`config.mk`:
```
export PLATFORM = sky130hd
export DESIGN_NAME = reorder_buffer
export DESIGN_NICKNAME = d
export VERILOG_FILES = /design/src/rtl/reorder_buffer.sv
export SDC_FILE = /design/constraint.sdc
export NUM_CORES = 1
export LEC_CHECK = 0
export CORE_ASPECT_RATIO = 1.5
export CORE_MARGIN = 2
export CORE_UTILIZATION = 50
export DETAILED_ROUTE_END_ITERATION = 8
export PLACE_DENSITY = 0.7
export SLEW_MARGIN = 20
export SYNTH_ARGS = -nofsm -noshare
export SYNTH_HDL_FRONTEND = slang
export SYNTH_SLANG_ARGS = --single-unit
```
`constraint.sdc`:
```
create_clock -name i_clk -period 6.3 [get_ports i_clk]
set_clock_uncertainty 0.2 [all_clocks]
set_input_delay 1.26 -clock i_clk [delete_from_list [all_inputs] [get_ports i_clk]]
set_output_delay 1.26 -clock i_clk [all_outputs]
set_load 0.03 [all_outputs]
```
`src/rtl/reorder_buffer.sv`:
```
// In-order retirement tracker: 2-wide dispatch, 3 completion ports, 2-wide retire.
// Optional macro ROB_COMPLETE_BYPASS_EN lets a same-cycle completion retire the head entries directly.
package reorder_buffer_pkg;
    typedef logic [6:0] p_reg;

    typedef struct packed {
        p_reg PRegAddrDst;
        p_reg OldPRegAddrDst;
        logic RegWrite;
    } rename_struct;
endpackage

module reorder_buffer
    import reorder_buffer_pkg::*;
#(
    parameter int DEPTH = 16,
    parameter int TAG_W = $clog2(DEPTH)
) (
    input  logic             i_clk,
    input  logic             i_rst,
    input  logic             i_dispatch_valid        [0:1],
    input  rename_struct     i_rename_data           [0:1],
    output logic             o_dispatch_ready,
    output logic [TAG_W-1:0] o_rob_tag               [0:1],
    input  logic             i_complete_valid        [0:2],
    input  logic [TAG_W-1:0] i_complete_tag          [0:2],
    output logic             o_retire_valid          [0:1],
    output p_reg             o_retire_PRegAddrDst    [0:1],
    output p_reg             o_retire_OldPRegAddrDst [0:1],
    output logic             o_free_valid            [0:1],
    output logic [TAG_W:0]   o_count,
    output logic             o_empty,
    output logic             o_full
);

    localparam logic [TAG_W:0] READY_MAX = (TAG_W+1)'(DEPTH - 2);
    localparam logic [TAG_W:0] FULL_CNT  = (TAG_W+1)'(DEPTH);

    logic [TAG_W-1:0] head_q, tail_q, head1, tail1;
    logic [TAG_W-1:0] head_d, tail_d;
    logic [TAG_W:0]   count_q, count_d;
    logic [DEPTH-1:0] valid_q, done_q, valid_d, done_d;
    logic [DEPTH-1:0] comp_hit, done_eff;
    p_reg             pdst_q [DEPTH];
    p_reg             old_q  [DEPTH];
    logic             acc0, acc1, r0, r1;

    assign head1   = head_q + TAG_W'(1);
    assign tail1   = tail_q + TAG_W'(1);
    assign o_count = count_q;
    assign o_empty = (count_q == '0);
    assign o_full  = (count_q == FULL_CNT);

    always_comb begin
        // Ready looks at the pre-retire count, so it is conservative by one cycle when full.
        o_dispatch_ready = !i_rst && (count_q <= READY_MAX);
        acc0 = o_dispatch_ready && i_dispatch_valid[0];
        acc1 = o_dispatch_ready && i_dispatch_valid[1];
        o_rob_tag[0] = tail_q;
        o_rob_tag[1] = i_dispatch_valid[0] ? tail1 : tail_q;

        comp_hit = '0;
        for (int p = 0; p < 3; p++) begin
            if (i_complete_valid[p]) comp_hit[i_complete_tag[p]] = 1'b1;
        end

`ifdef ROB_COMPLETE_BYPASS_EN
        done_eff = done_q | comp_hit;
`else
        done_eff = done_q;
`endif

        r0 = valid_q[head_q] && done_eff[head_q];
        r1 = r0 && valid_q[head1] && done_eff[head1];

        // Completion first, then retire clears, then dispatch; the order matters only for a bypassed head.
        valid_d = valid_q;
        done_d  = done_q | (comp_hit & valid_q);
        if (r0) begin
            valid_d[head_q] = 1'b0;
            done_d[head_q]  = 1'b0;
        end
        if (r1) begin
            valid_d[head1] = 1'b0;
            done_d[head1]  = 1'b0;
        end
        if (acc0) begin
            valid_d[o_rob_tag[0]] = 1'b1;
            done_d[o_rob_tag[0]]  = 1'b0;
        end
        if (acc1) begin
            valid_d[o_rob_tag[1]] = 1'b1;
            done_d[o_rob_tag[1]]  = 1'b0;
        end

        head_d  = head_q + TAG_W'(r0) + TAG_W'(r1);
        tail_d  = tail_q + TAG_W'(acc0) + TAG_W'(acc1);
        count_d = count_q + (TAG_W+1)'(acc0) + (TAG_W+1)'(acc1)
                          - (TAG_W+1)'(r0) - (TAG_W+1)'(r1);
    end

    always_ff @(posedge i_clk) begin
        if (i_rst) begin
            head_q  <= '0;
            tail_q  <= '0;
            count_q <= '0;
            valid_q <= '0;
            done_q  <= '0;
            for (int l = 0; l < 2; l++) begin
                o_retire_valid[l]          <= 1'b0;
                o_free_valid[l]            <= 1'b0;
                o_retire_PRegAddrDst[l]    <= '0;
                o_retire_OldPRegAddrDst[l] <= '0;
            end
        end else begin
            head_q  <= head_d;
            tail_q  <= tail_d;
            count_q <= count_d;
            valid_q <= valid_d;
            done_q  <= done_d;

            o_retire_valid[0] <= r0;
            o_retire_valid[1] <= r1;
            o_free_valid[0]   <= r0 && (old_q[head_q] != '0);
            o_free_valid[1]   <= r1 && (old_q[head1] != '0);
            if (r0) begin
                o_retire_PRegAddrDst[0]    <= pdst_q[head_q];
                o_retire_OldPRegAddrDst[0] <= old_q[head_q];
            end
            if (r1) begin
                o_retire_PRegAddrDst[1]    <= pdst_q[head1];
                o_retire_OldPRegAddrDst[1] <= old_q[head1];
            end
        end
    end

    // Entry payload; an instruction without a destination never frees a register.
    always_ff @(posedge i_clk) begin
        if (acc0) begin
            pdst_q[o_rob_tag[0]] <= i_rename_data[0].PRegAddrDst;
            old_q[o_rob_tag[0]]  <= i_rename_data[0].RegWrite ? i_rename_data[0].OldPRegAddrDst : '0;
        end
        if (acc1) begin
            pdst_q[o_rob_tag[1]] <= i_rename_data[1].PRegAddrDst;
            old_q[o_rob_tag[1]]  <= i_rename_data[1].RegWrite ? i_rename_data[1].OldPRegAddrDst : '0;
        end
    end

endmodule

```
==> qor.yml, run 1 <==
clock_tree:
  cts_sinks: 301
  cts_hold_buf: 0
  cts_max_level: 1
  clk_root_buffer_cell: "clkbuf_16"
  cts_post_setup_buffers_inserted: 0
  clk_latency_ns: 0.56
  max_buffers_root_to_sink: 3
  cts_repair_resize_count: 0
  clk_pin_slew_worst_setup_hold_paths_ns: 0.06
  cts_inserted_buffers: 29
  tritoncts: "yes"
setup_path:
  cp_data_arrival_time_ns: 5.02
  worstSetupStartpointType: "flop"
  worst_r2r_endpoint: "o_count[3]"
  worst_r2r_path_depth: 13
  worst_r2r_startpoint: "head_q[1]"
  worst-endpoint-required_ns: 6.51
  timing.critical_path.fanout_max: 33
  worst-r2r-setup-slack_ns: 1.49
  endpoint_kind: "flop"
  worst-setup-path-type: "flop to flop"
yosys:
  yosysSeqAreaShare_pct: 47.95
  synth_enable_flop_cells: 224
  post_synth.cell_area_avg_um2: 12.49
  library_cell_occupying_the_most_area_in_the_post_synthesis_netlist: "edfxtp_1"
  ys_async_sr_fraction_pct: 0
  synth_top_family_by_area: "multiplexers"
  syn_nets: 1453
  post_synth_fa_ha_maj_area_fraction_pct: 1.916
  yosys_warnings: 0
  fraction_of_synthesized_area_in_multiplexers_pct: 27.52
  synth-main-ff-cell: "edfxtp_1"
  post_synth_inst_count: 1380
  yosysTopAreaCellShare_pct: 39.01
  ys_seq_elements: 301
  synth-simple-area-share_pct: 10.12
  mappedNetlistArea_um2: 17240
  synth-compound-area-share_pct: 8.091
  yosys-top-cells-area: "edfxtp_1, mux4_2, dfxtp_1"
  synth_xor_xnor_area_share_pct: 0.6023
  count_of_cell_types_in_the_netlist: 62
routing:
  final_antenna_net_count: 0
  routed_wl_mm: 51.21
  first_iter_violations: 1631
  first_pass_iters: 6
  avgViaCountPerCell: 6.801
  wire_per_inst_um: 27.58
  num_vias: 12630
  drc_errors: 0
timing:
  min_period_over_period_pct: 76.43
  relSlewSlack_pct: 24.98
  final.min_clock_period_ns: 4.815
  maxSlewViolCount: 0
  max_slew.worst_pin.slew_ns: 1.123
  unrepaired_setup_endpoints_after_global_routing: "false"
  setup_tns_ns: 0
  setup-violations-final: 0
  final-hold-violation-count: 0
  fin_worst_hold_slack_ns: 0.2515
  max_clock_freq_mhz: 207.7
place:
  placed_cell_area_um2: 18550
  place.port_buffers: 96
  routability_congestion_estimate_from_global_placement: 0.9053
  placed_instances: 1803
  dp_hpwl_mm: 33.57
power:
  switching_power_uw: 1224
  swShare_pct: 26.04
  pwr_density_cell_nw_per_um2: 241.4
  p_leak_uw: 0.006241
  worst_ir_drop_vdd_v: 0.0001984
  pwr-share-seq_pct: 48.7
  power_frac_comb_pct: 14.9
  cell_internal_pwr_uw: 3478
  fin_total_pwr_uw: 4702
  clk_pwr_share_pct: 36.5
floorplan:
  coreArea_um2: 34060
  floorplan.die.height_um: 231.4
  initial_utilization_pct: 50.62
  chipWidth_um: 155.6
  top_level_ports: 97
  placement_rows: 83
  floorplan.die_area_um2: 36020
finish:
  fin_area_um2: 19480
  area_delta_synth_final_pct: 12.99
  layout-drive-gt1-share_pct: 18.99
  sequential_area_um2: 8275
  design.final.nets: 1483
  n_fill_cell: 2760
  area_taken_by_multi_input_logic_gates_um2: 8449
  finish.cell_count_without_fillers: 1857
  antenna_cells_inserted: 0
run:
  drv_cap: 0
grt:
  global_route_wire_length_before_repair_mm: 76.82
  grt_start_max_net_pins: 75
  number_of_antenna_violations_at_the_first_check_in_global_routing: 0
  global_route_total_overflow: 0
  grt.total_usage_pct: 28.64
  grt_pass1_vias: 12700
run_status:
  outcome: "completed"
hold_path:
  hold_path_startpoint: "o_retire_PRegAddrDst[11]"
  kind_of_path_behind_the_tightest_hold_check: "flop to flop"
  min_delay_worst_endpoint: "o_retire_PRegAddrDst[11]"
  holdPathStages: 2
==> power by group through the flow <==
stage	clock [µW]	sequential, µW	combinational [µW]
6_report	1710	2290	700
5_1_grt	1810	2300	745
4_1_cts	1730	2290	694
3_5_place_dp	0	2330	692
3_3_place_gp	0	2320	677
2_1_floorplan	0	2330	415
==> worst max-delay path, stage by stage, from the launching register on <==
cell and delay (ns):
dfxtp_4 0.76, inv_2 0.21, mux4_2 0.51, o22ai_1 0.56, or2_1 0.72, inv_2 0.40
nor2_1 0.19, ha_1 0.24, inv_1 0.05, ha_1 0.16, inv_1 0.06, fa_1 0.37
xnor2_1 0.16, nor2_1 0.05
==> flip-flops by register name, summed over array words and instances, names as in the netlist, 5 cells and up <==
| signal | count |
|---|---|
| valid_q | 16 |
| old_q | 112 |
| o_retire_OldPRegAddrDst | 14 |
| done_eff | 16 |
| o_retire_PRegAddrDst | 14 |
| o_count | 5 |
| pdst_q | 112 |
==> worst max path at each step <==
stage	cells after the start	from	end	slack [ns]
CTS	13	head_q[1]	o_count[3]	1.45
detailed placement	7	i_dispatch_valid[1]	done_eff[15]	1.35
floorplan	16	head_q[0]	o_count[2]	2.12
global route	14	head_q[1]	o_count[4]	1.14
global placement	5	i_dispatch_valid[1]	pdst_q[15][1]	1.41
finish	13	head_q[1]	o_count[3]	1.49
==> cell families after synthesis <==
family	Yosys count
fa+ha+maj	24
simple gates	368
mux	275
flops	301
buf+inv	162
compound gates	239
xor+xnor	11
==> per-stage QoR <==
stage,util [%],worst slack (ns)
2_1_floorplan,-,2.116
3_3_place_gp,54.46,1.410
3_5_place_dp,54.46,1.347
4_1_cts,57.14,1.454
5_1_grt,57.20,1.139
6_report,57.20,1.485
==> layer usage <==
layer | routed length (µm) | part of all wire (%) | GRT usage, % | vias up
met5 | 0 | 0 | 0 | -
met3 | 3743 | 7.3 | 3.721 | 155
met2 | 26460 | 52 | 50.06 | 652
li1 | - | - | - | 5431
met4 | 2943 | 5.7 | 15.48 | 0
met1 | 18070 | 35 | 34.32 | 6392
==> Yosys cell counts (3+ instances only) <==
cell and number:
a2111oi_0 3, a21boi_1 3, a21o_1 4, a21oi_1 46
a222oi_1 3, a22oi_1 9, a32oi_1 5, and2_1 3
and3_1 8, and3b_1 4, buf_1 19, buf_2 18
buf_6 3, clkbuf_1 84, dfxtp_1 77, edfxtp_1 224
fa_1 4, ha_1 20, inv_1 32, inv_2 5
mux2_1 87, mux2_2 25, mux2i_1 15, mux4_2 148
nand2_1 106, nand2b_1 6, nand3_1 129, nor2_1 56
nor2b_1 17, nor3_1 12, nor3b_1 3, nor4_1 13
o211ai_1 10, o21ai_0 61, o21ai_1 66, o21bai_1 3
o22ai_1 5, o311ai_1 4, xnor2_1 9
==> cell usage in the layout, fill, tap and decap left out, types with 6 or more instances in the layout <==
cell / n
edfxtp_1: 224
ha_1: 19
clkdlybuf4s50_1: 94
nor3_1: 11
o21ai_0: 61
and3_1: 8
nor2b_1: 17
clkbuf_16: 29
inv_1: 32
nand3_1: 129
a22oi_1: 9
clkbuf_1: 10
nor2_2: 11
mux2_1: 87
a21oi_1: 46
nand2b_1: 6
nor2_1: 45
nor4_1: 13
xnor2_1: 8
o21ai_1: 66
mux2_2: 25
mux4_2: 148
dfxtp_1: 75
o211ai_1: 10
mux2i_1: 15
buf_4: 27
nand2_1: 106
==> final cells by class <==
type,instances,share of cell area [%]
repair buffers,124,6.024
well taps,425,2.729
clock inverters,11,0.5587
inverters,37,0.7129
multi-input cells,917,43.37
clock buffers,42,4.129
flip-flops and latches,301,42.48
Power figures use the tool's default switching activity.
==> run 2: changes to the inputs <==
clock period = 4.6 ns   (was 6.3 ns; I/O delays follow)
==> run 2 against run 1 <==
Effect of this change: utilization increased by 1.1 points; sequential share of layout area decreased by 0.80 points; maximum frequency grew 19%; register-to-register slack lost 0.93 ns; hold slack improved by 0.0021 ns; sequential power grew 37%; worst setup slack worse by 0.93 ns; routed wire length increased by 3.1%; via count grew 0.92%.
==> qor.yml, run 2 (synthesized netlist as in run 1, its figures left out) <==
timing:
  max_slew.worst_pin.slew_ns: 1.034  # was 1.123 ns
  min_period_over_period_pct: 87.94  # was 76.43%
  relSlewSlack_pct: 30.87  # was 24.98%
  unrepaired_setup_endpoints_after_global_routing: "false"  # unchanged
  final.min_clock_period_ns: 4.045  # was 4.815 ns
  setup-violations-final: 0  # unchanged
  setup_tns_ns: 0  # unchanged
  final-hold-violation-count: 0  # unchanged
  max_clock_freq_mhz: 247.2  # was 207.7 MHz
  fin_worst_hold_slack_ns: 0.2536  # was 0.2515 ns
  timing.final.ws_setup_ns: 0.5550  # was 1.485 ns
  maxSlewViolCount: 0  # unchanged
grt:
  grt_pass1_vias: 12780  # was 12700
  grt.total_usage_pct: 29.75  # was 28.64%
  global_route_total_overflow: 0  # unchanged
  global_route_wire_length_before_repair_mm: 79.60  # was 76.82 mm
  grt_start_max_net_pins: 75  # unchanged
  number_of_antenna_violations_at_the_first_check_in_global_routing: 1  # was 0
clock_tree:
  cts_hold_buf: 0  # unchanged
  clk_pin_slew_worst_setup_hold_paths_ns: 0.07  # was 0.06 ns
  cts_post_setup_buffers_inserted: 0  # unchanged
  tritoncts: "yes"  # unchanged
  max_buffers_root_to_sink: 3  # unchanged
  cts_max_level: 1  # unchanged
  clk_latency_ns: 0.58  # was 0.56 ns
  cts_sinks: 301  # unchanged
  cts_repair_resize_count: 0  # unchanged
  clk_root_buffer_cell: "clkbuf_16"  # unchanged
  cts_inserted_buffers: 28  # was 29
finish:
  layout_commonest_cell: "edfxtp_1"  # unchanged
  layout-drive-gt1-share_pct: 21.23  # was 18.99%
  layout.cells.most_common_list: "edfxtp_1, mux4_2, nand3_1"  # unchanged
  n_fill_cell: 2777  # was 2760
  area_delta_synth_final_pct: 15.14  # was 12.99%
  design.final.nets: 1511  # was 1483
  finished_core_util_pct: 58.29  # was 57.20%
routing:
  avgViaCountPerCell: 6.758  # was 6.801
  first_iter_violations: 1654  # was 1631
  wire_per_inst_um: 28.00  # was 27.58 µm
  routed_wl_mm: 52.81  # was 51.21 mm
  num_vias: 12750  # was 12630
  final_antenna_net_count: 0  # unchanged
  drc_errors: 0  # unchanged
  first_pass_iters: 5  # was 6
power:
  pwr_density_cell_nw_per_um2: 345.2  # was 241.4 nW/µm²
  worst_ir_drop_vdd_v: 0.0002870  # was 0.0001984 V
  p_leak_uw: 0.006494  # was 0.006241 µW
  fin_total_pwr_uw: 6854  # was 4702 µW
setup_path:
  worst-setup-path-type: "flop to flop"  # unchanged
  worst-r2r-setup-slack_ns: 0.55  # was 1.49 ns
  worst_r2r_path_depth: 13  # unchanged
  worst_r2r_endpoint: "o_count[2]"  # was o_count[3]
  worst-endpoint-required_ns: 4.91  # was 6.51 ns
  worst_r2r_startpoint: "head_q[0]"  # was head_q[1]
  worstSetupStartpointType: "flop"  # unchanged
  timing.critical_path.fanout_max: 15  # was 33
  cp_data_arrival_time_ns: 4.35  # was 5.02 ns
  endpoint_kind: "flop"  # unchanged
run:
  drv_cap: 0  # unchanged
run_status:
  outcome: "completed"  # unchanged
floorplan:
  floorplan.die_area_um2: 36020  # unchanged
  initial_utilization_pct: 50.62  # unchanged
  chipWidth_um: 155.6  # unchanged
  top_level_ports: 97  # unchanged
  floorplan.die.height_um: 231.4  # unchanged
  placement_rows: 83  # unchanged
  coreArea_um2: 34060  # unchanged
hold_path:
  holdPathStages: 2  # unchanged
  min_delay_worst_endpoint: "o_retire_OldPRegAddrDst[13]"  # was o_retire_PRegAddrDst[11]
  hold_path_startpoint: "o_retire_OldPRegAddrDst[13]"  # was o_retire_PRegAddrDst[11]
  kind_of_path_behind_the_tightest_hold_check: "flop to flop"  # unchanged
place:
  place.port_buffers: 96  # unchanged
  dp_hpwl_mm: 34.62  # was 33.57 mm
  routability_congestion_estimate_from_global_placement: 0.9123  # was 0.9053
  dpl_worst_slack_ns: 0.2986  # was 1.347 ns
run 2: power breakdown:
| group | switching [µW] | internal (µW) |
|---|---|---|
| logic | 601 | 407 |
| registers | 79.5 | 3050 |
| clock network | 1080 | 1640 |
| total | 1760 | 5090 |
run 2: final cells by class:
| cell class | instances | area [µm²] | share of cell area (%) |
|---|---|---|---|
| Multi-Input combinational cell | 917 | 8414 | 42.38 |
| Sequential cell | 301 | 8275 | 41.68 |
| Timing Repair Buffer | 153 | 1416 | 7.134 |
| Clock buffer | 34 | 807.0 | 4.065 |
| Tap cell | 425 | 531.8 | 2.678 |
| Clock inverter | 18 | 267.8 | 1.349 |
| Inverter | 37 | 138.9 | 0.6995 |
| Antenna cell | 1 | 2.502 | 0.01260 |
run 2: routing by layer:
metal | GRT usage [%] | wire [µm] | share of wire, % | vias to the layer above
met1 | 37.16 | 18750 | 36 | 6370
met2 | 51.11 | 26900 | 51 | 748
met4 | 12.47 | 2293 | 4.3 | 0
met3 | 5.198 | 4867 | 9.2 | 140
li1 | - | - | - | 5488
met5 | 0 | 0 | 0 | -
run 2: how the worst max path moves through the flow:
stage / from / to / slack, ns / depth (start not counted)
floorplan: head_q[0] / o_count[2] / 0.42 / 16
global placement: i_dispatch_valid[1] / old_q[7][2] / 0.34 / 6
detailed placement: i_dispatch_valid[1] / pdst_q[7][2] / 0.30 / 6
CTS: head_q[0] / o_count[2] / 0.55 / 13
global route: head_q[0] / o_count[4] / 0.27 / 15
finish: head_q[0] / o_count[2] / 0.55 / 13
run 2: critical path, cell delays in order, from the launching register on:
cell      delay [ns]
dfxtp_4         0.49
inv_2           0.06
ha_2            0.28
inv_1           0.17
mux4_2          0.53
mux2i_1         0.39
o221ai_4        0.16
and2_1          0.19
ha_1            0.31
fa_1            0.41
ha_1            0.21
inv_1           0.07
fa_1            0.40
nor2_1          0.10
run 2: metrics by stage:
stage,instance area (µm²),instances
3_5_place_dp,18780,1833
6_report,19850,1886
4_1_cts,19850,1885
3_3_place_gp,18780,1833
5_1_grt,19850,1886
2_1_floorplan,17240,1380
==> run 3: changes to the inputs <==
SKIP_LAST_GASP = 1   (was default)
==> results of run 3 <==
Same layout as run 2: the final DEF is identical, and so are final timing and power.
